File: config.mk
export PLATFORM = sky130hd
export DESIGN_NAME = display_scroller
export DESIGN_NICKNAME = d
export VERILOG_FILES = /design/src/rtl/display_pkg.sv /design/src/rtl/digit_shift_reg.sv /design/src/rtl/display_scroller.sv
export SDC_FILE = /design/constraint.sdc
export NUM_CORES = 1
export LEC_CHECK = 0
export CAP_MARGIN = 20
export CORE_MARGIN = 5
export CORE_UTILIZATION = 50
export DETAILED_ROUTE_END_ITERATION = 10
export PLACE_DENSITY = 0.84
export SYNTH_ARGS = -nofsm -noshare
export SYNTH_HDL_FRONTEND = slang
export SYNTH_SLANG_ARGS = --single-unit
File: constraint.sdc
create_clock -name clk_10Mhz_i -period 6.8 [get_ports clk_10Mhz_i]
set_clock_uncertainty 0.2 [all_clocks]
set_input_delay 0.68 -clock clk_10Mhz_i [delete_from_list [all_inputs] [get_ports clk_10Mhz_i]]
set_output_delay 0.68 -clock clk_10Mhz_i [all_outputs]
set_load 0.01 [all_outputs]
File: src/rtl/display_pkg.sv
// Shared types and defaults for the scrolling display slice.
package display_pkg;

  // Scroller control states.
  typedef enum logic [1:0] {
    IDLE  = 2'd0,
    RUN   = 2'd1,
    FLUSH = 2'd2,
    DONE  = 2'd3
  } state_t;

  // DIR_LEFT enters at digit 0 and moves toward the top digit;
  // DIR_RIGHT enters at the top digit and moves toward digit 0.
  typedef enum logic {
    DIR_LEFT  = 1'b0,
    DIR_RIGHT = 1'b1
  } dir_e;

  localparam int                   DEF_DIGIT_W = 4;
  localparam logic [DEF_DIGIT_W-1:0] DEF_BLANK = 4'h0;

endpackage

File: src/rtl/digit_shift_reg.sv
// Bidirectional digit-wide shift register holding the visible display digits.
module digit_shift_reg
  import display_pkg::*;
#(
  parameter int                 N_DIGITS = 8,
  parameter int                 DIGIT_W  = DEF_DIGIT_W,
  parameter logic [DIGIT_W-1:0] BLANK    = DIGIT_W'(DEF_BLANK)
) (
  input  logic                        clk_i,
  input  logic                        rst_n_i,
  input  logic                        clr_i,
  input  logic                        shift_en_i,
  input  dir_e                        dir_i,
  input  logic [DIGIT_W-1:0]          din_i,
  output logic [N_DIGITS*DIGIT_W-1:0] q_o
);

  logic [N_DIGITS*DIGIT_W-1:0] digits_q;

  // Clear wins over shifting; a shift drops the digit at the far end.
  always_ff @(posedge clk_i or negedge rst_n_i) begin
    if (!rst_n_i) begin
      digits_q <= {N_DIGITS{BLANK}};
    end else if (clr_i) begin
      digits_q <= {N_DIGITS{BLANK}};
    end else if (shift_en_i) begin
      if (dir_i == DIR_LEFT) begin
        digits_q <= {digits_q[(N_DIGITS-1)*DIGIT_W-1:0], din_i};
      end else begin
        digits_q <= {din_i, digits_q[N_DIGITS*DIGIT_W-1:DIGIT_W]};
      end
    end
  end

  assign q_o = digits_q;

endmodule

File: src/rtl/display_scroller.sv
// Scrolls a latched hex message across the display, with a blank gap
// between passes and either continuous or one-shot operation.
module display_scroller
  import display_pkg::*;
#(
  parameter int                 N_DIGITS = 8,
  parameter int                 DIGIT_W  = DEF_DIGIT_W,
  parameter int                 MSG_LEN  = 8,
  parameter int                 GAP      = 8,
  parameter logic [DIGIT_W-1:0] BLANK    = DIGIT_W'(DEF_BLANK)
) (
  input  logic                               clk_10Mhz_i,
  input  logic                               rst_n_i,
  input  logic                               clk_en_i,
  input  logic                               pause_i,
  input  logic                               load_i,
  input  logic [MSG_LEN*DIGIT_W-1:0]         msg_i,
  input  logic                               dir_i,
  input  logic                               mode_i,
  output logic [N_DIGITS*DIGIT_W-1:0]        display_o,
  output logic                               busy_o,
  output logic                               done_o,
  output logic [$clog2(MSG_LEN+GAP+1)-1:0]   step_o
);

  localparam int             SW       = $clog2(MSG_LEN+GAP+1);
  localparam logic [SW-1:0]  PASS_LEN = SW'(MSG_LEN + GAP);
  localparam logic [SW-1:0]  MSG_END  = SW'(MSG_LEN);

  state_t                     state_q;
  logic [SW-1:0]              stepCnt_q;
  logic [SW-1:0]              stepCnt_d;
  logic [MSG_LEN*DIGIT_W-1:0] msg_q;
  logic [MSG_LEN*DIGIT_W-1:0] msgShifted;
  dir_e                       dir_q;
  logic                       mode_q;
  logic                       busy_q;
  logic                       done_q;
  logic                       stepEn;
  logic                       passEnd;
  logic                       enterFlush;
  logic [DIGIT_W-1:0]         dinSel;

  // Decode a step and pick the digit that enters the display on it.
  always_comb begin
    stepEn     = clk_en_i & ~pause_i & ~load_i &
                 ((state_q == RUN) | (state_q == FLUSH));
    stepCnt_d  = stepCnt_q + SW'(1);
    passEnd    = (stepCnt_d == PASS_LEN);
    enterFlush = (GAP > 0) && (stepCnt_d == MSG_END);
    msgShifted = msg_q >> (DIGIT_W * int'(stepCnt_q));
    dinSel     = (state_q == FLUSH) ? BLANK : msgShifted[DIGIT_W-1:0];
  end

  // Control FSM with step counter; load beats everything, one-shot ends in DONE.
  always_ff @(posedge clk_10Mhz_i or negedge rst_n_i) begin
    if (!rst_n_i) begin
      state_q   <= IDLE;
      stepCnt_q <= '0;
      msg_q     <= '0;
      dir_q     <= DIR_LEFT;
      mode_q    <= 1'b0;
      busy_q    <= 1'b0;
      done_q    <= 1'b0;
    end else begin
      done_q <= 1'b0;
      if (load_i) begin
        msg_q     <= msg_i;
        dir_q     <= dir_e'(dir_i);
        mode_q    <= mode_i;
        stepCnt_q <= '0;
        state_q   <= RUN;
        busy_q    <= 1'b1;
      end else if (stepEn) begin
        if (passEnd) begin
          if (mode_q) begin
            stepCnt_q <= stepCnt_d;
            state_q   <= DONE;
            busy_q    <= 1'b0;
            done_q    <= 1'b1;
          end else begin
            stepCnt_q <= '0;
            state_q   <= RUN;
          end
        end else begin
          stepCnt_q <= stepCnt_d;
          if (enterFlush) begin
            state_q <= FLUSH;
          end
        end
      end
    end
  end

  digit_shift_reg #(
    .N_DIGITS (N_DIGITS),
    .DIGIT_W  (DIGIT_W),
    .BLANK    (BLANK)
  ) u_shift (
    .clk_i      (clk_10Mhz_i),
    .rst_n_i    (rst_n_i),
    .clr_i      (load_i),
    .shift_en_i (stepEn),
    .dir_i      (dir_q),
    .din_i      (dinSel),
    .q_o        (display_o)
  );

  assign busy_o = busy_q;
  assign done_o = done_q;
  assign step_o = stepCnt_q;

endmodule

==> results.cfg <==
[status]
status = finished clean

[setup_path]
crit_fanout = 24
worstPathArrival_ps = 2040
cp.depth = 1
critical_path.top_delay_family = flip-flops
reg2reg_slack_ps = 3960
critPathSlowestCell = dfrtp_1
cp-start-kind = flip-flop
worstPathBufferInverterCount = 1
rr_worst_depth = 5
required_ps = 5920
critPathCaptureType = output port
critPathKind = reg -> out
path_cells = clkdlybuf4s50_1
slowest_delay_ps = 990

[sta]
relSlewSlack_pct = 35.1
fmax_mhz = 343
grt_setup_unrepaired = no
worstMarginPinSlew_ps = 973
setup_viol = 0
setup_tns_ps = 0
slew_viol_final = 0
min_period_ps = 2920
hold_violations = 0
min_period_over_period_pct = 42.9

[yosys]
synthCells = 331
synth-async-reset-ratio_pct = 100
synth_cell_types = 39
ys.warnings.count = 0
synth_ff_type = dfrtp_1
synth-seq-cells = 75
synth_simple_gate_area_share_pct = 12.1
synth_edf_count = 0
synthMuxAreaShare_pct = 20.6
synth_xor_area_share_pct = 0.702
synth_area_per_cell_um2 = 11.3
syn_area_um2 = 3740
synth_seq_area_share_pct = 50.2
syn_nets = 373
synth_top_family_by_area = multiplexers
synthAdderAreaFrac_pct = 1.00
synth_compound_area_share_pct = 11.9

[clock_network]
cts_max_level = 3
cts_made_buffers = 9
clockRootBuffer = clkbuf_8
ctsResizeCount = 0
cts_setup_buffers = 0
cts_sinks = 75
cts_tree = yes
hold_buffers = 0
clk_pin_slew_ps = 70
cts_buffer_depth = 2
clock_latency_ps = 350

[placement]
routabilityCongestion = 0.760
dpl.hpwl_um = 5710
port-buffer-count = 77

[routing]
avgViaCountPerCell = 5.67
finalWirelength_um = 8360
avgRoutedWirePerCell_um = 16.8
drc = 0
drt_iter0_markers = 170
drt_first_pass_iters = 4
vias = 2831
detail-route-antenna-nets = 0

[grt]
grt_overflow_total = 0
grt_pass1_vias = 2839
grt_pass1_wl_um = 13900
grt_max_degree = 76
grt_usage_pct = 19.3
antenna_found_initial = 0

[cells_and_area]
area_growth_syn_to_layout_pct = 26.4
nets = 437
final_core_utilization_pct = 65.2
drive_above_1_share_pct = 14.0
n_antenna_cell = 0

[floorplanning]
initial_core_util_pct = 51.6
die-area_um2 = 9320
num_rows = 31
ios = 78
core-area_um2 = 7250
die_x_um = 96.5
dieHeight_um = 96.5

[power_and_ir_drop]
ir_worst_vdd_mv = 0.123
power_leakage_nw = 1.91
power.density_nw_per_um2 = 214

[run]
maxCapViolCount = 0

[hold_path]
hold_path_class = in -> async
==> area by class of cell <==
| cell class | instances | area [µm²] |
|---|---|---|
| Tap cell | 99 | 124 |
| Clock inverter | 5 | 52.6 |
| Inverter | 4 | 15.0 |
| Timing Repair Buffer | 80 | 786 |
| Fill cell | 545 | 2520 |
| Multi-Input combinational cell | 225 | 1740 |
| Clock buffer | 11 | 141 |
| Sequential cell | 75 | 1880 |
==> metal layers <==
| metal | vias to the layer above | GRT usage, % | part of all wire [%] |
|---|---|---|---|
| met5 | - | 0 | 0 |
| met4 | 0 | 6.07 | 1.3 |
| met3 | 11 | 4.80 | 5.5 |
| met2 | 80 | 31.7 | 51 |
| met1 | 1389 | 25.2 | 42 |
| li1 | 1351 | - | - |
==> registers in the layout, summed over array words and instances (netlist names) <==
name	count
u_shift.q_o	32
mode_q	1
busy_o	1
step_o	5
msg_q	32
dir_q	1
done_o	1
state_q	2
==> cell usage in the layout (no fill, tap or decap), types with 3 or more instances in the layout <==
master / count
a211oi_1: 24
a21oi_1: 5
a22oi_1: 5
a311oi_1: 9
buf_4: 4
clkbuf_8: 10
clkdlybuf4s50_1: 75
clkinv_2: 3
dfrtp_1: 75
ha_1: 3
inv_1: 4
mux2_2: 33
mux2i_1: 40
nand2_1: 13
nand2b_1: 5
nand3_1: 4
nand4_1: 5
nand4b_1: 3
nor2_1: 40
nor2b_1: 7
o211ai_1: 6
o21ai_0: 3
==> Yosys cell counts, types with 6 or more instances <==
library cell | number | area, µm²
a211oi_1 | 24 | 180
a311oi_1 | 9 | 78.8
buf_1 | 6 | 22.5
buf_2 | 8 | 40.0
clkbuf_1 | 11 | 41.3
dfrtp_1 | 75 | 1880
mux2_2 | 33 | 372
mux2i_1 | 40 | 400
nand2_1 | 13 | 48.8
nor2_1 | 40 | 150
nor2b_1 | 7 | 43.8
o211ai_1 | 6 | 45.0
==> where the power goes <==
part / leakage [nW] / internal, mW / switching [mW]
registers: 0.941 / 0.479 / 0.0306
logic: 0.873 / 0.0919 / 0.0744
clock network: 0.0991 / 0.178 / 0.161
==> logic make-up after synthesis <==
logic type | after synthesis
buffers and inverters | 31
XOR/XNOR | 3
adder cells (fa/ha/maj) | 3
multiplexers | 73
flip-flops | 75
AND/OR/NAND/NOR | 87
AO/OA/AOI/OAI | 59
==> through the flow <==
| step | hold slack [ps] | setup slack [ps] | total power, mW | cells | area [µm²] |
|---|---|---|---|---|---|
| global placement | 291 | 4070 | 0.681 | 483 | 4540 |
| global route | 330 | 3780 | 1.07 | 499 | 4730 |
| floorplan | 184 | 4640 | 0.606 | 331 | 3740 |
| CTS | 306 | 3870 | 1.03 | 499 | 4730 |
| detailed placement | 296 | 3980 | 0.686 | 483 | 4540 |
| finish | 285 | 3880 | 1.01 | 499 | 4730 |
==> final timing paths <==
| path | from | end |
|---|---|---|
| setup / recovery | step_o[0] | step_o[0] |
| max in group asynchronous | rst_n_i | step_o[2] |
| min in group clk_10Mhz_i | msg_q[5] | msg_q[5] |
| setup reg to reg | step_o[0] | state_q[0] |
| hold reg to reg | msg_q[5] | msg_q[5] |
| hold / removal | rst_n_i | msg_q[13] |
Power figures use the tool's default switching activity.
